[config.mk]
export PLATFORM = sky130hd
export DESIGN_NAME = cntry_vehicle_detector
export DESIGN_NICKNAME = d
export VERILOG_FILES = /design/src/rtl/cntry_vehicle_detector.sv
export SDC_FILE = /design/constraint.sdc
export NUM_CORES = 1
export LEC_CHECK = 0
export ABC_AREA = 1
export BUFFER_PORTS_ARGS = -buffer_cell sky130_fd_sc_hd__buf_2
export CORE_UTILIZATION = 30
export DETAILED_ROUTE_END_ITERATION = 10
export PLACE_DENSITY_LB_ADDON = 0.05
export SKIP_CTS_REPAIR_TIMING = 1
export SYNTH_ARGS = -nofsm -noshare
export SYNTH_HDL_FRONTEND = slang
export SYNTH_SLANG_ARGS = --single-unit
[constraint.sdc]
create_clock -name clock -period 2.8 [get_ports clock]
set_input_delay 0.28 -clock clock [delete_from_list [all_inputs] [get_ports clock]]
set_output_delay 0.28 -clock clock [all_outputs]
set_load 0.02 [all_outputs]
[src/rtl/cntry_vehicle_detector.sv]
// Country-road vehicle detector: sensor synchronizer/debounce, vehicle queue and car-present request X.
// Optional stuck-sensor monitor (forces X high while the loop reads stuck) is enabled by SENSOR_STUCK_EN.
module cntry_vehicle_detector #(
    parameter int DEB_CYC   = 4,
    parameter int QW        = 4,
    parameter int SERVE_CYC = 2,
    parameter int MIN_GAP   = 8,
    parameter int STUCK_CYC = 64
) (
    input  logic          clock,
    input  logic          clear,
    input  logic          sensor_raw,
    input  logic [1:0]    cntry,
    output logic          X,
    output logic [QW-1:0] queue_cnt,
    output logic          overflow,
    output logic          sensor_fault
);
    localparam int DW = $clog2(DEB_CYC + 1);
    localparam int TW = $clog2(SERVE_CYC + 1);
    localparam int GW = $clog2(MIN_GAP + 1);
    localparam logic [DW-1:0] DEB_LAST = DW'(DEB_CYC - 1);
    localparam logic [TW-1:0] TMR_LAST = TW'(SERVE_CYC - 1);
    localparam logic [GW-1:0] GAP_LAST = GW'(MIN_GAP - 1);
    localparam logic [1:0]    GREEN    = 2'd2;

    typedef enum logic [1:0] {IDLE, REQUEST, SERVE, GAP} state_t;

    state_t        state;
    logic          sync_p0;
    logic          s_sync;
    logic          s_db;
    logic          s_db_p;
    logic [DW-1:0] deb_cnt;
    logic          arrive;
    logic [TW-1:0] tmr;
    logic [GW-1:0] gap_cnt;
    logic          x_q;
    logic          green;
    logic          depart;
    logic          fault_next;
    logic [QW:0]   q_step;

    // Returns {lost_arrival, next_count}; an arrival at full scale is dropped.
    function automatic logic [QW:0] queue_step(input logic [QW-1:0] q,
                                               input logic          arr,
                                               input logic          dep);
        logic [QW:0] r;
        r = {1'b0, q};
        if (arr && !dep) begin
            if (&q) r[QW] = 1'b1;
            else    r = {1'b0, q + QW'(1)};
        end else if (dep && !arr) begin
            r = {1'b0, q - QW'(1)};
        end
        return r;
    endfunction

    assign green  = (cntry == GREEN);
    assign depart = green && (tmr == TMR_LAST) && (queue_cnt != '0);
    assign q_step = queue_step(queue_cnt, arrive, depart);
    assign X      = x_q;

    // Synchronizer and debounce stage
    always_ff @(posedge clock or negedge clear) begin
        if (!clear) begin
            sync_p0 <= 1'b0;
            s_sync  <= 1'b0;
            s_db    <= 1'b0;
            deb_cnt <= '0;
        end else begin
            sync_p0 <= sensor_raw;
            s_sync  <= sync_p0;
            if (s_sync == s_db) begin
                deb_cnt <= '0;
            end else if (deb_cnt == DEB_LAST) begin
                s_db    <= ~s_db;
                deb_cnt <= '0;
            end else begin
                deb_cnt <= deb_cnt + DW'(1);
            end
        end
    end

    // Arrival edge detect, serve timer and queue stage
    always_ff @(posedge clock or negedge clear) begin
        if (!clear) begin
            s_db_p    <= 1'b0;
            arrive    <= 1'b0;
            tmr       <= '0;
            queue_cnt <= '0;
            overflow  <= 1'b0;
        end else begin
            s_db_p    <= s_db;
            arrive    <= s_db & ~s_db_p;
            if (!green || tmr == TMR_LAST) tmr <= '0;
            else                           tmr <= tmr + TW'(1);
            queue_cnt <= q_step[QW-1:0];
            if (q_step[QW]) overflow <= 1'b1;
        end
    end

    // Request FSM stage; X leaves this block already registered
    always_ff @(posedge clock or negedge clear) begin
        if (!clear) begin
            state   <= IDLE;
            gap_cnt <= '0;
            x_q     <= 1'b0;
        end else begin
            x_q     <= fault_next;
            gap_cnt <= '0;
            case (state)
                IDLE: begin
                    if (queue_cnt != '0) begin
                        state <= REQUEST;
                        x_q   <= 1'b1;
                    end
                end
                REQUEST: begin
                    x_q <= 1'b1;
                    if (green) state <= SERVE;
                end
                SERVE: begin
                    if (queue_cnt == '0) begin
                        state <= GAP;
                    end else begin
                        x_q <= 1'b1;
                        if (!green) state <= REQUEST;
                    end
                end
                GAP: begin
                    if (gap_cnt == GAP_LAST) state <= IDLE;
                    else                     gap_cnt <= gap_cnt + GW'(1);
                end
                default: state <= IDLE;
            endcase
        end
    end

`ifdef SENSOR_STUCK_EN
    localparam int SW = $clog2(STUCK_CYC + 1);
    localparam logic [SW-1:0] STUCK_LAST = SW'(STUCK_CYC - 1);
    localparam logic [SW-1:0] STUCK_MAX  = SW'(STUCK_CYC);

    logic [SW-1:0] stuck_cnt;
    logic          fault_q;

    // The fault holds for as long as the debounced sensor stays high
    assign fault_next   = s_db && (fault_q || stuck_cnt == STUCK_LAST);
    assign sensor_fault = fault_q;

    always_ff @(posedge clock or negedge clear) begin
        if (!clear) begin
            stuck_cnt <= '0;
            fault_q   <= 1'b0;
        end else begin
            fault_q <= fault_next;
            if (!s_db)                       stuck_cnt <= '0;
            else if (stuck_cnt != STUCK_MAX) stuck_cnt <= stuck_cnt + SW'(1);
        end
    end
`else
    assign fault_next   = 1'b0;
    assign sensor_fault = 1'b0;
`endif

endmodule

==> results.tsv <==
stage	metric	value	unit
timing	setup_ws	0.740	ns
clocking	clk_pin_slew	0.14	ns
detailed_routing	post_drt_wl_per_cell	10.5	um
timing	drv_slew	0	
finish	final_area	1160	um2
detailed_routing	ant_nets	0	
timing	fin_worst_skew	0.0199	ns
hold_path	hp-class	in2reg	
floorplanning	core	3130	um2
synthesis	yosys.cell_count.top_type	dfrtp_1	
pwr	pwr_density_cell	1040	nW/um2
synthesis	synth_edf_count	0	
setup_path	startpoint_type	flop	
synthesis	synthTopCellsByCount	dfrtp_1, nand2_1, inv_1, nor2_1	
synthesis	synth_nets	118	
setup_path	cp.required	3.03	ns
setup_path	arrival	2.29	ns
synthesis	ys_top_cells_by_area	dfrtp_1, nand2_1, ha_1	
synthesis	async_flop_share	100	%
synthesis	synth_area_leader_cell	dfrtp_1	
detailed_routing	route.detailed.drc	0	
setup_path	crit_top_cell	nand2_1	
finish	fin_cells	165	
setup_path	critPathKind	reg2reg	
timing	finalCritPeriodShare	73.6	%
finish	antenna_cells	0	
setup_path	worstSetupEndpointType	flop	
timing	fin_crit	2.06	ns
synthesis	synth_top_area_share	54.1	%
placed_design	dp_cells	160	
timing	final-hold-violation-count	0	
floorplanning	num_io_pins	12	
setup_path	cp_slowest_cell	dfrtp_1	
setup_path	cp_max_fo	5	
clocking	cts_root_buf	clkbuf_4	
clocking	cts_sinks	22	
floorplanning	die_x	60.2	um
timing	fmax	485	MHz
timing	worst_pin_slew	0.513	ns
timing	holdWs	0.0773	ns
clocking	cts_tree	yes	
finish	area_growth	14.1	%
pwr	power.leakage	0.581	nW
flow_run	drv_cap	0	
global_route	antenna_found_initial	0	
clocking	clock_path_buffers	2	
placed_design	portBuffers	10	
floorplanning	initial_core_util	32.5	%
global_route	grt_pass1_wl	3150	um
global_route	grt_max_degree	23	
clocking	clock_latency	0.32	ns
finish	utilization	37.1	%
detailed_routing	num_vias	713	
timing	setup_viol	0	
detailed_routing	drt_iter0_drc	20	
synthesis	ys.flop_type	dfrtp_1	
finish	drive_gt1_share	16.5	%
pwr	power	1.21	mW
synthesis	synth-seq-cells	22	
synthesis	synth_area	1020	um2
synthesis	avgSynthCellArea	9.51	um2
clocking	cts_buffers	3	
global_route	gr-total-overflow	0	
floorplanning	fp.dieH	60.2	um
setup_path	max_stage_delay	0.38	ns
detailed_routing	routed_wl	1740	um
timing	relSlewSlack	65.8	%
timing	tns	0	ns
floorplanning	rows	20	
synthesis	synth_cell_type_count	23	
placed_design	dpl.hpwl	1300	um
placed_design	place_ws	0.752	ns
detailed_routing	drtPass1Iterations	3	
global_route	grt_usage	12.0	%
floorplanning	die_area	3630	um2
placed_design	gp_congestion	0.702	
placed_design	postPlaceCellArea	1110	um2
finish	layout.nets	133	
clocking	h-tree-depth	1	
synthesis	yosys_warnings	0	
detailed_routing	vias_per_cell	4.32	
setup_path	worstPathCellList	inv_1, ha_1, inv_1, nor2_2, nand2_2, nand2_1, ha_1, nand2_1, nand2_1, nor2_1, inv_1, nand2_1, nand3_1, nand2_1, nand2_1	
synthesis	syn_inst	107	
run_status	status	finished clean	
global_route	grt_pass1_vias	741	
timing	rsz0062_at_grt	false	
pwr	peakVddDrop	0.356	mV
synthesis	yosysSeqAreaShare	54.1	%
finish	fill_cells	334	
==> routing by layer <==
layer	up-vias	global-route usage, %	part of all wire (%)
met5	-	0	0
met4	0	5.32	1.6
li1	367	-	-
met1	333	14.3	49
met2	9	19.5	46
met3	4	4.11	3.1
==> worst paths after layout <==
kind / start / to / slack (ns) / depth (start not counted)
max: tmr[1] / queue_cnt[3] / 0.74 / 15
min: sensor_raw / sync_p0 / 0.08 / 1
max reg2reg: tmr[1] / queue_cnt[3] / 0.74 / 15
min reg2reg: sync_p0 / s_sync / 0.37 / 0
max in group asynchronous: clear / gap_cnt[1] / 1.99 / 2
min in group asynchronous: clear / queue_cnt[2] / 0.44 / 2
==> kinds of logic (layout without fill, tap and decap cells) <==
group,after synthesis,in the layout,share of synthesized area (%)
flops,22,22,54.1
buf+inv,15,29,5.90
compound gates,9,9,5.04
xor+xnor,4,4,3.44
fa+ha+maj,6,6,8.12
simple gates,50,50,23.0
other cells,1,1,0.369
==> sequential cells by signal, summed over array words and instances, names as in the netlist <==
name / cells
gap_cnt: 4
X: 1
arrive: 1
deb_cnt: 3
s_db: 1
queue_cnt: 4
state: 2
tmr: 2
overflow: 1
s_sync: 1
s_db_p: 1
sync_p0: 1
==> placed cells by master, fill, tap and decap left out, types with 2 or more instances in the layout <==
cell type,count
dfrtp_1,22
nand2_1,18
inv_1,14
nor2_1,14
buf_2,10
nand3_1,5
ha_1,5
o21ai_0,4
nor3_1,3
a21oi_1,3
nand4_1,3
clkbuf_4,3
nand2_2,2
xnor2_1,2
xor2_1,2
==> critical path: cells and delay by family (launching register included) <==
kind,cells,cell delay (ns)
buffers and inverters,3,0.16
adder cells (fa/ha/maj),2,0.48
AND/OR/NAND/NOR,10,0.94
flip-flops,1,0.38
==> power by group <==
part           leakage, nW  internal (mW)  switching [mW]
sequential           0.274          0.420          0.0936
combinational        0.286          0.201           0.315
clock               0.0210         0.0793          0.0984
total                0.581          0.700           0.507
==> final cells by class <==
type | instances | area, um2 | area share, %
Tap cell | 44 | 55.1 | 4.74
Inverter | 14 | 52.6 | 4.53
Multi-Input combinational cell | 70 | 407 | 35.0
Clock buffer | 4 | 36.3 | 3.13
Sequential cell | 22 | 551 | 47.4
Timing Repair Buffer | 11 | 60.1 | 5.17
Power figures use the tool's default switching activity.
